$ cat src/rtl/prefetch_pkg.sv
// Shared types and constants for the instruction prefetch reader.
package prefetch_pkg;

    typedef enum logic [1:0] {
        PF_IDLE = 2'd0,
        PF_RUN  = 2'd1,
        PF_HOLD = 2'd2
    } pf_state_e;

    typedef struct packed {
        logic [31:0] data;
        logic [31:0] addr;
    } pf_entry_t;

    // Cycles from address issue to mem_rdata_i being valid.
    localparam int PF_RAM_LATENCY = 2;

endpackage

$ cat src/rtl/prefetch_fifo.sv
// Small synchronous FIFO of fetched {data, address} entries with flush.
// The head is read straight from the storage registers, so it is stable while not popped.
module prefetch_fifo
    import prefetch_pkg::*;
#(
    parameter int DEPTH = 4,
    parameter int CNT_W = $clog2(DEPTH) + 1
) (
    input  logic             clk,
    input  logic             rst_n,
    input  logic             flush,
    input  logic             push,
    input  pf_entry_t        push_entry,
    input  logic             pop,
    output pf_entry_t        head,
    output logic [CNT_W-1:0] count
);

    localparam int PTR_W = $clog2(DEPTH);

    pf_entry_t        mem_reg [DEPTH];
    logic [PTR_W-1:0] wr_ptr_reg;
    logic [PTR_W-1:0] rd_ptr_reg;
    logic [CNT_W-1:0] count_reg;
    logic             do_push;
    logic             do_pop;

    // A pop frees a slot in the same cycle, so push+pop on a full FIFO is accepted.
    assign do_pop  = pop && (count_reg != '0);
    assign do_push = push && ((count_reg != CNT_W'(DEPTH)) || do_pop);

    always_ff @(posedge clk or negedge rst_n) begin
        if (!rst_n) begin
            for (int i = 0; i < DEPTH; i++) begin
                mem_reg[i] <= '0;
            end
            wr_ptr_reg <= '0;
            rd_ptr_reg <= '0;
            count_reg  <= '0;
        end else if (flush) begin
            wr_ptr_reg <= '0;
            rd_ptr_reg <= '0;
            count_reg  <= '0;
        end else begin
            if (do_push) begin
                mem_reg[wr_ptr_reg] <= push_entry;
                wr_ptr_reg          <= wr_ptr_reg + PTR_W'(1);
            end
            if (do_pop) begin
                rd_ptr_reg <= rd_ptr_reg + PTR_W'(1);
            end
            count_reg <= count_reg + CNT_W'(do_push) - CNT_W'(do_pop);
        end
    end

    assign head  = mem_reg[rd_ptr_reg];
    assign count = count_reg;

endmodule

$ cat src/rtl/instr_prefetch_reader.sv
// Instruction-port read initiator: issues sequential word reads to the RAM,
// buffers the returned words and hands them to the fetch stage.
module instr_prefetch_reader
    import prefetch_pkg::*;
#(
    parameter int ADDR_WIDTH = 8,
    parameter int FIFO_DEPTH = 4
) (
    input  logic                  clk_i,
    input  logic                  rst_ni,
    input  logic                  req_i,
    input  logic                  branch_i,
    input  logic [31:0]           branch_addr_i,
    output logic                  instr_valid_o,
    input  logic                  instr_ready_i,
    output logic [31:0]           instr_rdata_o,
    output logic [31:0]           instr_addr_o,
    output logic                  mem_en_o,
    output logic [ADDR_WIDTH-1:0] mem_addr_o,
    input  logic [31:0]           mem_rdata_i
);

    localparam int LAT   = PF_RAM_LATENCY;
    localparam int CNT_W = $clog2(FIFO_DEPTH) + 1;
    localparam int SUM_W = CNT_W + 1;

    pf_state_e             state_reg;
    pf_state_e             state_next;
    logic [ADDR_WIDTH-1:0] pc_reg;
    logic [ADDR_WIDTH-1:0] mem_addr_reg;
    logic [LAT-1:0]        stage_vld_reg;
    logic [ADDR_WIDTH-1:0] stage_addr_reg [LAT];

    logic                  issue;
    logic [SUM_W-1:0]      inflight;
    logic [SUM_W-1:0]      credit_used;
    logic [CNT_W-1:0]      fifo_count;
    pf_entry_t             push_entry;
    pf_entry_t             head;
    logic                  unused_branch_bits;

    assign unused_branch_bits = ^{branch_addr_i[31:ADDR_WIDTH+2], branch_addr_i[1:0]};

    always_comb begin
        state_next = state_reg;
        if (branch_i) begin
            state_next = PF_RUN;
        end else begin
            case (state_reg)
                PF_RUN:  if (!req_i) state_next = PF_HOLD;
                PF_HOLD: if (req_i)  state_next = PF_RUN;
                default: state_next = state_reg;
            endcase
        end
    end

    always_comb begin
        inflight = '0;
        for (int i = 0; i < LAT; i++) begin
            inflight = inflight + SUM_W'(stage_vld_reg[i]);
        end
    end

    // Every outstanding read already owns a FIFO slot, so the buffer cannot overflow.
    assign credit_used = SUM_W'(fifo_count) + inflight;
    assign issue       = (state_reg == PF_RUN) && !branch_i &&
                         (credit_used < SUM_W'(FIFO_DEPTH));

    always_ff @(posedge clk_i or negedge rst_ni) begin
        if (!rst_ni) begin
            state_reg    <= PF_IDLE;
            pc_reg       <= '0;
            mem_addr_reg <= '0;
        end else begin
            state_reg <= state_next;
            if (branch_i) begin
                pc_reg <= branch_addr_i[ADDR_WIDTH+1:2];
            end else if (issue) begin
                pc_reg <= pc_reg + ADDR_WIDTH'(1);
            end
            if (issue) begin
                mem_addr_reg <= pc_reg;
            end
        end
    end

    // Branch kills every tracked read, so late data of the old stream never gets pushed.
    always_ff @(posedge clk_i or negedge rst_ni) begin
        if (!rst_ni) begin
            stage_vld_reg <= '0;
            for (int i = 0; i < LAT; i++) begin
                stage_addr_reg[i] <= '0;
            end
        end else begin
            stage_vld_reg     <= branch_i ? '0 : {stage_vld_reg[LAT-2:0], issue};
            stage_addr_reg[0] <= pc_reg;
            for (int i = 1; i < LAT; i++) begin
                stage_addr_reg[i] <= stage_addr_reg[i-1];
            end
        end
    end

    assign mem_en_o   = issue | stage_vld_reg[0];
    assign mem_addr_o = issue ? pc_reg : mem_addr_reg;

    assign push_entry = '{data: mem_rdata_i,
                          addr: 32'({stage_addr_reg[LAT-1], 2'b00})};

    prefetch_fifo #(
        .DEPTH (FIFO_DEPTH),
        .CNT_W (CNT_W)
    ) u_fifo (
        .clk        (clk_i),
        .rst_n      (rst_ni),
        .flush      (branch_i),
        .push       (stage_vld_reg[LAT-1]),
        .push_entry (push_entry),
        .pop        (instr_valid_o & instr_ready_i),
        .head       (head),
        .count      (fifo_count)
    );

    assign instr_valid_o = (fifo_count != '0);
    assign instr_rdata_o = head.data;
    assign instr_addr_o  = head.addr;

endmodule

$ cat config.mk
export PLATFORM = sky130hd
export DESIGN_NAME = instr_prefetch_reader
export DESIGN_NICKNAME = d
export VERILOG_FILES = /design/src/rtl/prefetch_pkg.sv /design/src/rtl/prefetch_fifo.sv /design/src/rtl/instr_prefetch_reader.sv
export SDC_FILE = /design/constraint.sdc
export NUM_CORES = 1
export LEC_CHECK = 0
export ABC_AREA = 1
export BUFFER_PORTS_ARGS = -buffer_cell sky130_fd_sc_hd__buf_4
export CAP_MARGIN = 40
export CORE_UTILIZATION = 40
export CTS_CLUSTER_DIAMETER = 150
export DETAILED_ROUTE_END_ITERATION = 8
export HOLD_SLACK_MARGIN = 0.03
export SYNTH_ARGS = -nofsm -noshare
export SYNTH_HDL_FRONTEND = slang
export SYNTH_HIERARCHICAL = 1
export SYNTH_SLANG_ARGS = --single-unit
$ cat constraint.sdc
create_clock -name clk_i -period 2.1 [get_ports clk_i]
set_clock_uncertainty 0.05 [all_clocks]
set_input_delay 0.21 -clock clk_i [delete_from_list [all_inputs] [get_ports clk_i]]
set_output_delay 0.21 -clock clk_i [all_outputs]
set_load 0.005 [all_outputs]
==> key figures <==
Setup path
  – Crit path buf inv count: 2
  – Slowest stage delay, CP: 0.40 ns
  – R2r worst-path depth: 12
  – Crit start category: register
  – Req. time, crit path: approximately 1.8 ns
  – Critical path, cell by cell: buf_6 > ha_4 > nand2_2 > nand2_2 > nand2_4 > nand3_4 > o21ai_2 > buf_4
  – CP arrival: slightly below 2 ns
  – Worst R2R Start: u_fifo/count[0]
  – WP depth: 8
  – CP most frequent cell: nand2_2
  – Cell family with most CP delay: flip-flops
  – Crit path from: u_fifo/count[0]
  – Worst Path Max Fanout: 5
  – Kind of critical path: register to output port
  – Crit end category: output port
  – Worst path slowest cell: dfrtp_2

Timing
  – Final hold slack: 0.126 ns
  – Setup WS post-layout: -0.0992 ns
  – Setup TNS: -2.35 ns
  – RSZ-0062 raised after global routing: true
  – Slew @ Worst Pin: ~0.8 ns
  – Final Hold Vio Count: 0
  – Crit share post-route: 1.05
  – Fin. max-slew vios: 0
  – Max Clk Rate: 0.455 GHz
  – Post-layout min period: 2.20 ns
  – Setup Viol. Count Final: 50
  – Slew Limit Headroom: 0.466

Place
  – Number of buffers added on ports: 118
  – Post-DP HPWL: 23.4 mm
  – Placed Cells incl. Taps: between 2000 and 2500
  – Dpl ws: -0.0148 ns
  – Dpl cell area: around 0.016 sq mm
  – RD Place Congestion: just over 0.8

Finish
  – Layout cell share with drive strength beyond 1: 0.296
  – Commonest non-fill, non-tap cell in the layout: nand2_1
  – Core Util, Final: 0.586
  – Final #Nets: a little over 2000
  – Fill cells: just under 3000
  – Max reg flops: 256
  – Non-Filler Instances: 2460
  – P&R area growth vs syn: 42.9%
  – Multi-input gate area: between 0.007 and 0.008 sq mm
  – Seq. cell area: 0.00749 sq mm
  – Diode count: 0
  – Commonest non-fill, non-tap cells in the layout: 563 x nand2_1, 295 x dfrtp_1, 257 x nand4_1, 167 x buf_4, 96 x conb_1
  – Final Instance Area: around 0.020 sq mm

Routing
  – Via-per-instance ratio: 5.59
  – Final WL: 49.2 mm
  – DR DRC count: 0
  – DR pass1 iterations: 5
  – Antenna viol nets, final: 0
  – DR iter-0 viols: 1050
  – Via count: approximately 14000
  – DR WL/cell: ~20 um

Hold path
  – Hold Path Class: input pin to async pin

Power and ir drop
  – Pwr dens: 1120 mW/mm^2
  – Worst vdd ir: 751 uV
  – Lkg Pwr: 10.2 nW
  – Overall power: 22.8 mW

Yosys
  – Avg Cell Area, Syn: approximately 8.4 sq um
  – Cells after Synth: 1706
  – EDFF count, synth: 0
  – Register area share after synthesis: 0.525
  – Count of different cell masters after synthesis: 33
  – Ys Warns: 6
  – FFs w/ async S/R, synth: 1.00
  – Synth Cell Area: 0.0143 sq mm
  – Synth Flop Type: dfrtp_1
  – Yosys reg bits: 299

Clock tree
  – CTS Root Cell: clkbuf_16
  – Clk_lat worst skew: 0.51 ns
  – Htree depth: 2
  – Clock edge transition at the registers on the reported setup and hold paths: 0.06 ns
  – CTS buffer count: 35
  – TritonCTS clock tree: yes
  – CTS sink cnt: about 300
  – CTS Buffer Depth: 3

Floorplanning
  – Core ar.: 0.0348 sq mm
  – Die Height: 191 um
  – Die area: 0.0364 sq mm
  – Rows: a little under 70
  – DIE WIDTH: 191 um
  – Ports: around 140
  – Initial Util: 0.410

Global route
  – Vias in the first global route: 13400
  – Total gr overflow: 0
  – Largest net degree at the start of global routing: 72
  – Initial antenna violation count: 0
  – First-pass GRT wire length: 75.1 mm
  – Global Route Usage Sum: 0.263

Outcome
  – Outcome: finished with violations
  – Failing checks: negative setup slack

Flow run
  – Max_cap viols: 0
report_power, final:
group          internal [mW]  switching [mW]  leakage (nW)  total, mW
logic                   4.02            4.27          5.67       8.29
registers               7.21            1.05          3.98       8.25
clock network           3.81            2.47         0.590       6.28
final timing paths:
| kind | end | slack, ns |
|---|---|---|
| worst max-delay path | mem_addr_o[5] | -0.1 |
| worst min-delay path | mem_addr_reg[4] | 0.13 |
| worst max register to register | u_fifo/count[1] | -0.05 |
| worst min register to register | push_entry[4] | 0.30 |
| max in group asynchronous | u_fifo/mem_reg[247] | 1.13 |
| min in group clk_i | push_entry[4] | 0.30 |
cell usage after synthesis, types with 3 or more instances:
cell | n | area share
dfrtp_1 | 299 | 0.52
nand2_2 | 4 | 0.0018
inv_1 | 21 | 0.0055
buf_1 | 14 | 0.0037
ha_1 | 8 | 0.0070
buf_4 | 11 | 0.0058
buf_6 | 3 | 0.0024
nand2_1 | 572 | 0.15
nand3_2 | 9 | 0.0063
o22ai_1 | 64 | 0.028
buf_2 | 85 | 0.030
o21ai_2 | 6 | 0.0037
nand3_1 | 13 | 0.0046
nor2_1 | 140 | 0.037
o21ai_0 | 133 | 0.047
nand4_1 | 257 | 0.11
clkbuf_1 | 43 | 0.011
nand4_4 | 4 | 0.0060
xor2_1 | 3 | 0.0018
inv_2 | 4 | 0.0011
worst reg2reg max path, delay by kind of cell (launching register included):
family	cells	cell delay, ns
AO/OA/AOI/OAI	1	0.08
adder cells (fa/ha/maj)	3	0.86
buffers and inverters	5	0.44
flip-flops	1	0.40
AND/OR/NAND/NOR	3	0.20
timing repair:
| item | CTS | global route |
|---|---|---|
| hold buffers | 43 | 0 |
| buffers inserted | 28 | 16 |
| endpoints found under the setup margin | 73 | 125 |
| pin swaps | 37 | 79 |
| hold endpoints to repair | 434 | 0 |
| gates resized for setup | 196 | 306 |
| cloned | 23 | 11 |
cell type report:
type                       count  area share
sequential                   299       0.368
timing repair buffer         295       0.166
clock buffer                  52      0.0531
clock inverter                10     0.00522
tap                          455      0.0279
inverter                      25     0.00583
timing repair inverter         2     0.00203
multi-input combinational   1322       0.373
logic make-up (layout without fill, tap and decap cells):
group / after synthesis / count (layout) / synth area share
flops: 299 / 299 / 0.525
buf+inv: 182 / 384 / 0.0605
compound gates: 207 / 207 / 0.0806
other cells: 1 / 96 / 0.000263
xor+xnor: 4 / 4 / 0.00246
fa+ha+maj: 9 / 9 / 0.00842
simple gates: 1004 / 1006 / 0.323
layer usage:
layer / vias up / routed length [um] / global-route usage
met3: 85 / 3250 / 0.0447
li1: 6328 / - / -
met2: 509 / 23600 / 0.429
met5: - / 0 / 0
met4: 0 / 1390 / 0.0791
met1: 6837 / 21000 / 0.358
(Power assumes the default switching activity.)
